## src/rtl/alu_arbiter.sv

```systemverilog
// Shares one combinational ALU between two requesters with a per-port response register.
// Tie-breaking is round-robin unless ALU_ARB_FIXED_PRIO_EN is defined (port 0 always wins).
module alu_arbiter #(
    parameter int unsigned WIDTH  = 32,
    parameter int unsigned CTRL_W = 4
) (
    input  logic              clk,
    input  logic              reset,
    input  logic [1:0]        req_valid,
    output logic [1:0]        req_ready,
    input  logic [WIDTH-1:0]  req0_r1,
    input  logic [WIDTH-1:0]  req0_r2,
    input  logic [WIDTH-1:0]  req1_r1,
    input  logic [WIDTH-1:0]  req1_r2,
    input  logic [CTRL_W-1:0] req0_control,
    input  logic [CTRL_W-1:0] req1_control,
    output logic [1:0]        rsp_valid,
    input  logic [1:0]        rsp_ready,
    output logic [WIDTH-1:0]  rsp0_result,
    output logic [WIDTH-1:0]  rsp1_result,
    output logic              rsp0_zero,
    output logic              rsp1_zero,
    output logic [WIDTH-1:0]  alu_r1,
    output logic [WIDTH-1:0]  alu_r2,
    output logic [CTRL_W-1:0] alu_control,
    input  logic [WIDTH-1:0]  alu_result,
    input  logic              alu_zero
);

    localparam logic [CTRL_W-1:0] CTRL_BEQ = CTRL_W'(4'b1000);
    localparam logic [CTRL_W-1:0] CTRL_BNE = CTRL_W'(4'b1001);

    logic [1:0]       eligible;
    logic [1:0]       grant;
    logic [WIDTH-1:0] capt_result;

    logic [1:0]       rsp_valid_q,   rsp_valid_d;
    logic [WIDTH-1:0] rsp0_result_q, rsp0_result_d;
    logic [WIDTH-1:0] rsp1_result_q, rsp1_result_d;
    logic             rsp0_zero_q,   rsp0_zero_d;
    logic             rsp1_zero_q,   rsp1_zero_d;
`ifndef ALU_ARB_FIXED_PRIO_EN
    logic             last_grant_q,  last_grant_d;
`endif

    // A port may issue when its response slot is empty or being drained this cycle.
    assign eligible = req_valid & (~rsp_valid_q | rsp_ready);

    always_comb begin
        grant = '0;
        if (!reset) begin
            if (eligible == 2'b11) begin
`ifdef ALU_ARB_FIXED_PRIO_EN
                grant = 2'b01;
`else
                grant = last_grant_q ? 2'b01 : 2'b10;
`endif
            end else begin
                grant = eligible;
            end
        end
    end

`ifndef ALU_ARB_FIXED_PRIO_EN
    // Pointer only moves on a genuine tie; lone grants leave it untouched.
    always_comb begin
        last_grant_d = last_grant_q;
        if (eligible == 2'b11 && !reset)
            last_grant_d = grant[1];
    end
`endif

    always_comb begin
        if (grant[1]) begin
            alu_r1      = req1_r1;
            alu_r2      = req1_r2;
            alu_control = req1_control;
        end else begin
            alu_r1      = req0_r1;
            alu_r2      = req0_r2;
            alu_control = req0_control;
        end
    end

    // The ALU leaves result stale for branch compares, so capture zero instead.
    assign capt_result = (alu_control == CTRL_BEQ || alu_control == CTRL_BNE) ? '0 : alu_result;

    always_comb begin
        rsp_valid_d   = rsp_valid_q;
        rsp0_result_d = rsp0_result_q;
        rsp1_result_d = rsp1_result_q;
        rsp0_zero_d   = rsp0_zero_q;
        rsp1_zero_d   = rsp1_zero_q;
        if (grant[0]) begin
            rsp_valid_d[0] = 1'b1;
            rsp0_result_d  = capt_result;
            rsp0_zero_d    = alu_zero;
        end else if (rsp_ready[0]) begin
            rsp_valid_d[0] = 1'b0;
        end
        if (grant[1]) begin
            rsp_valid_d[1] = 1'b1;
            rsp1_result_d  = capt_result;
            rsp1_zero_d    = alu_zero;
        end else if (rsp_ready[1]) begin
            rsp_valid_d[1] = 1'b0;
        end
    end

    always_ff @(posedge clk) begin
        if (reset) begin
            rsp_valid_q   <= '0;
            rsp0_result_q <= '0;
            rsp1_result_q <= '0;
            rsp0_zero_q   <= 1'b0;
            rsp1_zero_q   <= 1'b0;
`ifndef ALU_ARB_FIXED_PRIO_EN
            last_grant_q  <= 1'b1;
`endif
        end else begin
            rsp_valid_q   <= rsp_valid_d;
            rsp0_result_q <= rsp0_result_d;
            rsp1_result_q <= rsp1_result_d;
            rsp0_zero_q   <= rsp0_zero_d;
            rsp1_zero_q   <= rsp1_zero_d;
`ifndef ALU_ARB_FIXED_PRIO_EN
            last_grant_q  <= last_grant_d;
`endif
        end
    end

    assign req_ready   = grant;
    assign rsp_valid   = rsp_valid_q;
    assign rsp0_result = rsp0_result_q;
    assign rsp1_result = rsp1_result_q;
    assign rsp0_zero   = rsp0_zero_q;
    assign rsp1_zero   = rsp1_zero_q;

endmodule
```

## config.mk

```make
export PLATFORM = sky130hd
export DESIGN_NAME = alu_arbiter
export DESIGN_NICKNAME = d
export VERILOG_FILES = /design/src/rtl/alu_arbiter.sv
export SDC_FILE = /design/constraint.sdc
export NUM_CORES = 1
export LEC_CHECK = 0
export ABC_CLOCK_PERIOD_IN_PS = 2000
export BUFFER_PORTS_ARGS = -buffer_cell sky130_fd_sc_hd__buf_2
export CORE_AREA = 2 2 121 123
export CTS_CLUSTER_SIZE = 40
export DETAILED_ROUTE_END_ITERATION = 6
export DIE_AREA = 0 0 123 125
export PLACE_DENSITY_LB_ADDON = 0.08
export SKIP_CTS_REPAIR_TIMING = 1
export SYNTH_ARGS = -nofsm -noshare
export SYNTH_HDL_FRONTEND = slang
export SYNTH_SLANG_ARGS = --single-unit
```

## constraint.sdc

```tcl
create_clock -name clk -period 2 [get_ports clk]
set_input_delay 0.3 -clock clk [delete_from_list [all_inputs] [get_ports clk]]
set_output_delay 0.3 -clock clk [all_outputs]
set_load 0.05 [all_outputs]
```

==> flow_summary.toml, run 1 <==
[run_status]
status = "complete, but fails checks"
violations = "setup timing"

[setup_path]
critPathKind = "flop to output pin"
critPathArrivalTime_ps = 2120
rr_worst_depth = 6
r2r_start = "rsp_valid[1]$_SDFFE_PP0P_"
end_kind = "output pin"
regToRegSetupSlack_ps = 440
slowest_stage = "a311o_2"
reg2reg_to = "rsp1_result[15]$_SDFFE_PP0N_"
path_max_fanout = 8
crit_required_ps = 1700
critPathTopFamily = "buffers and inverters"
crit_cells = 7
cp_num_buf_inv = 3
max_stage_delay_ps = 420
cp_cell_sequence = "nand2b_4, a311o_2, nor2_8, buf_12, buf_8, mux2_4, buf_4"
critPathLaunchType = "flop"

[route]
post_drt_wl_per_cell_um = 18.1
dr.pass1.iters = 5
drt_wl_total_um = 16300
postRouteAntennaNets = 0
vias = 4157
drc = 0
drtIter0Drc = 177
viasPerCell = 4.62

[logic_synthesis]
synth-edff-count = 0
synth_common_cells = "70 x nand2_1, 69 x dfxtp_1, 68 x a21oi_1"
synth.distinct_cells = 23
synthTopCellsByArea = "dfxtp_1 41%, mux2_2 20%, a21oi_1 10%, nand3_1 9.5%, nand2_1 7.8%"
async_flop_share_pct = 0
syn_nets = 563
yosysTopAreaCell = "dfxtp_1"
synth_area_per_cell_sq_um = 8.70
syn-instance-count = 388
syn_area_sq_um = 3380
synth_ff_type = "dfxtp_1"
synth.most_common_cell = "nand2_1"
yosys.area_share.xor_xnor_pct = 0.259
muxShareOfSynthArea_pct = 22.7
synth_compound_area_share_pct = 11.6
synth_top_family_by_area = "multiplexers"
ys_seq_elements = 69
ys_seq_area_share_pct = 40.9
synthSimpleGateAreaFrac_pct = 19.4
synth_top_area_share_pct = 40.9
yosys_warnings = 0
synthAdderAreaFrac_pct = 0

[clock_tree]
cts_sinks = 69
cts_buffer_depth = 2
clk_pin_slew_ps = 60
cts-root-buf = "clkbuf_16"
cts_tree = "yes"
insertion_delay_ps = 330
cts_buffers = 9
htreeDepth = 3

[cells_and_area]
multi_input_area_sq_um = 2070
num-fill-cells = 1427
nets = 883
seq_area_sq_um = 1390
syn2layout_area_growth_pct = 88.1
design_area_sq_um = 6350
utilization_pct = 44.7
drive_gt1_share_pct = 61.0

[hold_path]
min_to = "rsp0_result[31]$_SDFFE_PP0P_"
hold_path_depth = 3
hp-class = "primary input to flop"
hp-start = "alu_result[31]"

[placement]
gp_congestion = 0.849
place.detailed.hpwl_um = 11800
placedInstanceArea_sq_um = 5430
port_buffers = 312

[global_routing]
grt_pass1_wl_um = 21600
met2_usage_pct = 32.6
grtUsageMet3_pct = 5.79
gr-total-overflow = 0
grt_pass1_vias = 3917
grt_max_degree = 41
antenna_found_initial = 6
grt_use_met1_pct = 21.5
grt-busiest-layer = "met2"
grt.total_usage_pct = 18.6

[pwr]
p_leak_uw = 0.00313
power_density_nw_per_um2 = 830
peakVddDrop_mv = 0.413

[sta]
fin_crit_ps = 2420
grt_setup_unrepaired = "true"
tightest_slew_ps = 452
fmax_mhz = 413
hold_violations = 0
relSlewSlack_pct = 69.9
maxSlewViolCount = 0
post-route-period-util_pct = 121
clock_skew_ps = 5.14
worst_slack_ps = -419
setup_viol = 69

[run]
cap_violations = 0

[floorplan]
die_h_um = 125
core_sq_um = 14200
ios = 313
rows = 44
start_util_pct = 23.8
die_w_um = 123
dieArea_sq_um = 15400
## through the flow
stage | hold slack (ps) | setup TNS (ps) | power, uW | setup WS, ps | cells
global route | 232 | -31850 | 5480 | -492 | 900
finish | 234 | -27000 | 5270 | -419 | 900
detailed placement | 442 | -13480 | 3210 | -245 | 870
global placement | 436 | -12950 | 3200 | -239 | 870
CTS | 222 | -31640 | 5130 | -510 | 886
floorplan | 436 | -1860 | 2730 | -122 | 388
## per-layer routing
layer  part of all wire [%]  wire length (um)
met5                   0.20                33
met4                    1.2               197
met3                    7.5              1230
met2                     52              8420
met1                     39              6400
## power by group
part | switching (uW) | internal [uW] | total (uW)
combinational | 1170 | 690 | 1860
clock | 612 | 1290 | 1900
sequential | 43.0 | 1460 | 1510
total | 1830 | 3440 | 5270
## cell usage in the layout, fill, tap and decap left out, types with 3 or more instances in the layout
cell type / n
buf_4: 45
dfxtp_1: 67
a21oi_1: 68
buf_2: 243
buf_8: 4
diode_2: 3
mux2_2: 9
nor2_1: 3
nand2_1: 70
nand3_1: 64
mux2_4: 59
buf_6: 43
clkbuf_16: 14
bufinv_16: 3
## worst reg2reg max path, cell delays in order (launching register included)
cell and delay, ps:
dfxtp_4 340, nor2b_4 120, buf_4 150, a311oi_4 280, buf_4 330, nand3_1 110, a21oi_1 160
## logic make-up after synthesis
group / Yosys count
multiplexers: 68
flip-flops: 69
AND/OR/NAND/NOR: 143
AO/OA/AOI/OAI: 72
buffers and inverters: 35
XOR/XNOR: 1
## registers in the layout, indices dropped and copies added (netlist names)
register and cells:
rsp0_result 32, rsp1_result 32, rsp_valid 2, last_grant_q 1, rsp0_zero 1, rsp1_zero 1
## worst max-delay path by stage
| stage | start | end |
|---|---|---|
| finish | rsp_valid[0]$_SDFFE_PP0P_ | alu_r2[1] |
| global route | rsp_valid[0]$_SDFFE_PP0P_ | alu_r1[1] |
| CTS | rsp_valid[1]$_SDFFE_PP0P_ | alu_control[3] |
| detailed placement | rsp_ready[0] | alu_control[3] |
| global placement | rsp_ready[0] | alu_control[3] |
| floorplan | rsp_valid[1]$_SDFFE_PP0P_ | alu_r1[15] |
## area by class of cell
cell class | instances | area share, %
inverter | 1 | 0.0591
clock buffer | 11 | 3.98
antenna | 3 | 0.118
multi-input combinational | 284 | 32.6
clock inverter | 5 | 1.67
timing repair buffer | 343 | 36.1
tap | 184 | 3.62
sequential | 69 | 21.9
Note: power is estimated with default switching activity, not from simulation.
==> run 2, diff against run 1 <==
--- a/config.mk
+++ b/config.mk
@@ -8,6 +8,7 @@
 export ABC_CLOCK_PERIOD_IN_PS = 2000
 export BUFFER_PORTS_ARGS = -buffer_cell sky130_fd_sc_hd__buf_2
 export CORE_AREA = 2 2 121 123
+export CTS_BUF_LIST = sky130_fd_sc_hd__clkbuf_8
 export CTS_CLUSTER_SIZE = 40
 export DETAILED_ROUTE_END_ITERATION = 6
 export DIE_AREA = 0 0 123 125
==> flow_summary.toml, run 2 (synthesized netlist as in run 1, its figures left out) <==
[sta]
worst_slack_ps = -446
relSlewSlack_pct = 70.0
fin_crit_ps = 2450
clock_skew_ps = 5.25
maxSlewViolCount = 0
post-route-period-util_pct = 122
fmax_mhz = 409
grt_setup_unrepaired = "true"
hold_ws_ps = 213
tightest_slew_ps = 449
tns_ps = -28820
setup_viol = 69
hold_violations = 0

[placement]
gp_congestion = 0.849
port_buffers = 312
pre_cts_ws_ps = -245
placedInstanceArea_sq_um = 5430
place.detailed.hpwl_um = 11800

[pwr]
switching_share_pct = 36.8
combPwrFrac_pct = 38.6
power_density_nw_per_um2 = 772
pwr-share-seq_pct = 31.2
peakVddDrop_mv = 0.373
power_uw = 4820
internal_power_uw = 3050
p_leak_uw = 0.00308
clkPwrFrac_pct = 30.3
p_sw_uw = 1780

[floorplan]
die_w_um = 123
rows = 44
start_util_pct = 23.8
core_sq_um = 14200
die_h_um = 125
dieArea_sq_um = 15400
ios = 313

[run_status]
status = "complete, but fails checks"
violations = "setup timing"

[cells_and_area]
design_area_sq_um = 6250
final_common_cell = "buf_2"
drive_gt1_share_pct = 61.0
final_cell_mix = "243 x buf_2, 70 x nand2_1, 68 x a21oi_1"
syn2layout_area_growth_pct = 85.0
nets = 883

[setup_path]
critPathKind = "flop to output pin"
critPathArrivalTime_ps = 2150
crit_required_ps = 1700
critPathLaunchType = "flop"
path_max_fanout = 9
end_kind = "output pin"

[clock_tree]
cts_buffers = 9
cts_tree = "yes"
cts_sinks = 69
cts-root-buf = "clkbuf_8"
htreeDepth = 3
clk_pin_slew_ps = 80
insertion_delay_ps = 350
cts_buffer_depth = 2

[global_routing]
grt_max_degree = 41
gr-total-overflow = 0
grt_pass1_vias = 3921
antenna_found_initial = 6
grt.total_usage_pct = 18.5
grt_pass1_wl_um = 21600

[route]
viasPerCell = 4.61
vias = 4149
post_drt_wl_per_cell_um = 18.0
dr.pass1.iters = 4
drtIter0Drc = 152
drt_wl_total_um = 16200
drc = 0
postRouteAntennaNets = 0

[run]
cap_violations = 0

[hold_path]
hp-class = "primary input to flop"
[run 2: cell counts in the layout (fill, tap and decap cells not counted)]
No cell type changed its count.
[run 2: through the flow]
stage,cells,utilization (%)
after floorplan,388,-
after global placement,870,38.2
after detailed placement,870,38.2
after CTS,886,40.0
after global routing,900,44.0
final,900,44.0
[run 2: layout make-up]
class	instances	area, sq um
multi-input combinational	284	2070
inverter	1	3.75
antenna	3	7.51
timing repair buffer	343	2290
clock inverter	5	106
clock buffer	11	151
sequential	69	1390
fill	1437	7960
tap	184	230
[run 2: worst max-delay path, cell delays in order, from the launching register on]
cell and delay [ps]:
dfxtp_4 360, nand2b_4 50, a311o_2 420, nor2_8 130
buf_4 160, clkbuf_16 170, mux2_4 300, buf_4 190
[run 2: power by group through the flow]
stage / clock [uW] / combinational, uW / sequential (uW)
after global placement: 0 / 1670 / 1530
after detailed placement: 0 / 1680 / 1540
final: 1460 / 1860 / 1500
after floorplan: 0 / 892 / 1830
after CTS: 1510 / 1680 / 1500
after global routing: 1560 / 1950 / 1510
[run 2: path summary, 6_finish.rpt]
check                                  to                         start  cells past startpoint  slack (ps)
min           rsp1_result[1]$_SDFFE_PP0N_                 alu_result[1]                      3         210
max                        alu_control[2]     rsp_valid[0]$_SDFFE_PP0P_                      7        -450
min reg2reg  rsp0_result[12]$_SDFFE_PP0P_  rsp0_result[12]$_SDFFE_PP0P_                      2         450
max reg2reg  rsp1_result[23]$_SDFFE_PP0N_     rsp_valid[1]$_SDFFE_PP0P_                      6         440
[run 2: per-layer routing]
| layer | vias to the layer above | global-route usage (%) | wire length (um) |
|---|---|---|---|
| met1 | 1968 | 21.5 | 6410 |
| met3 | 19 | 4.84 | 1190 |
| li1 | 1999 | - | - |
| met2 | 157 | 32.6 | 8370 |
| met4 | 6 | 6.55 | 220 |
| met5 | - | 0 | 31 |
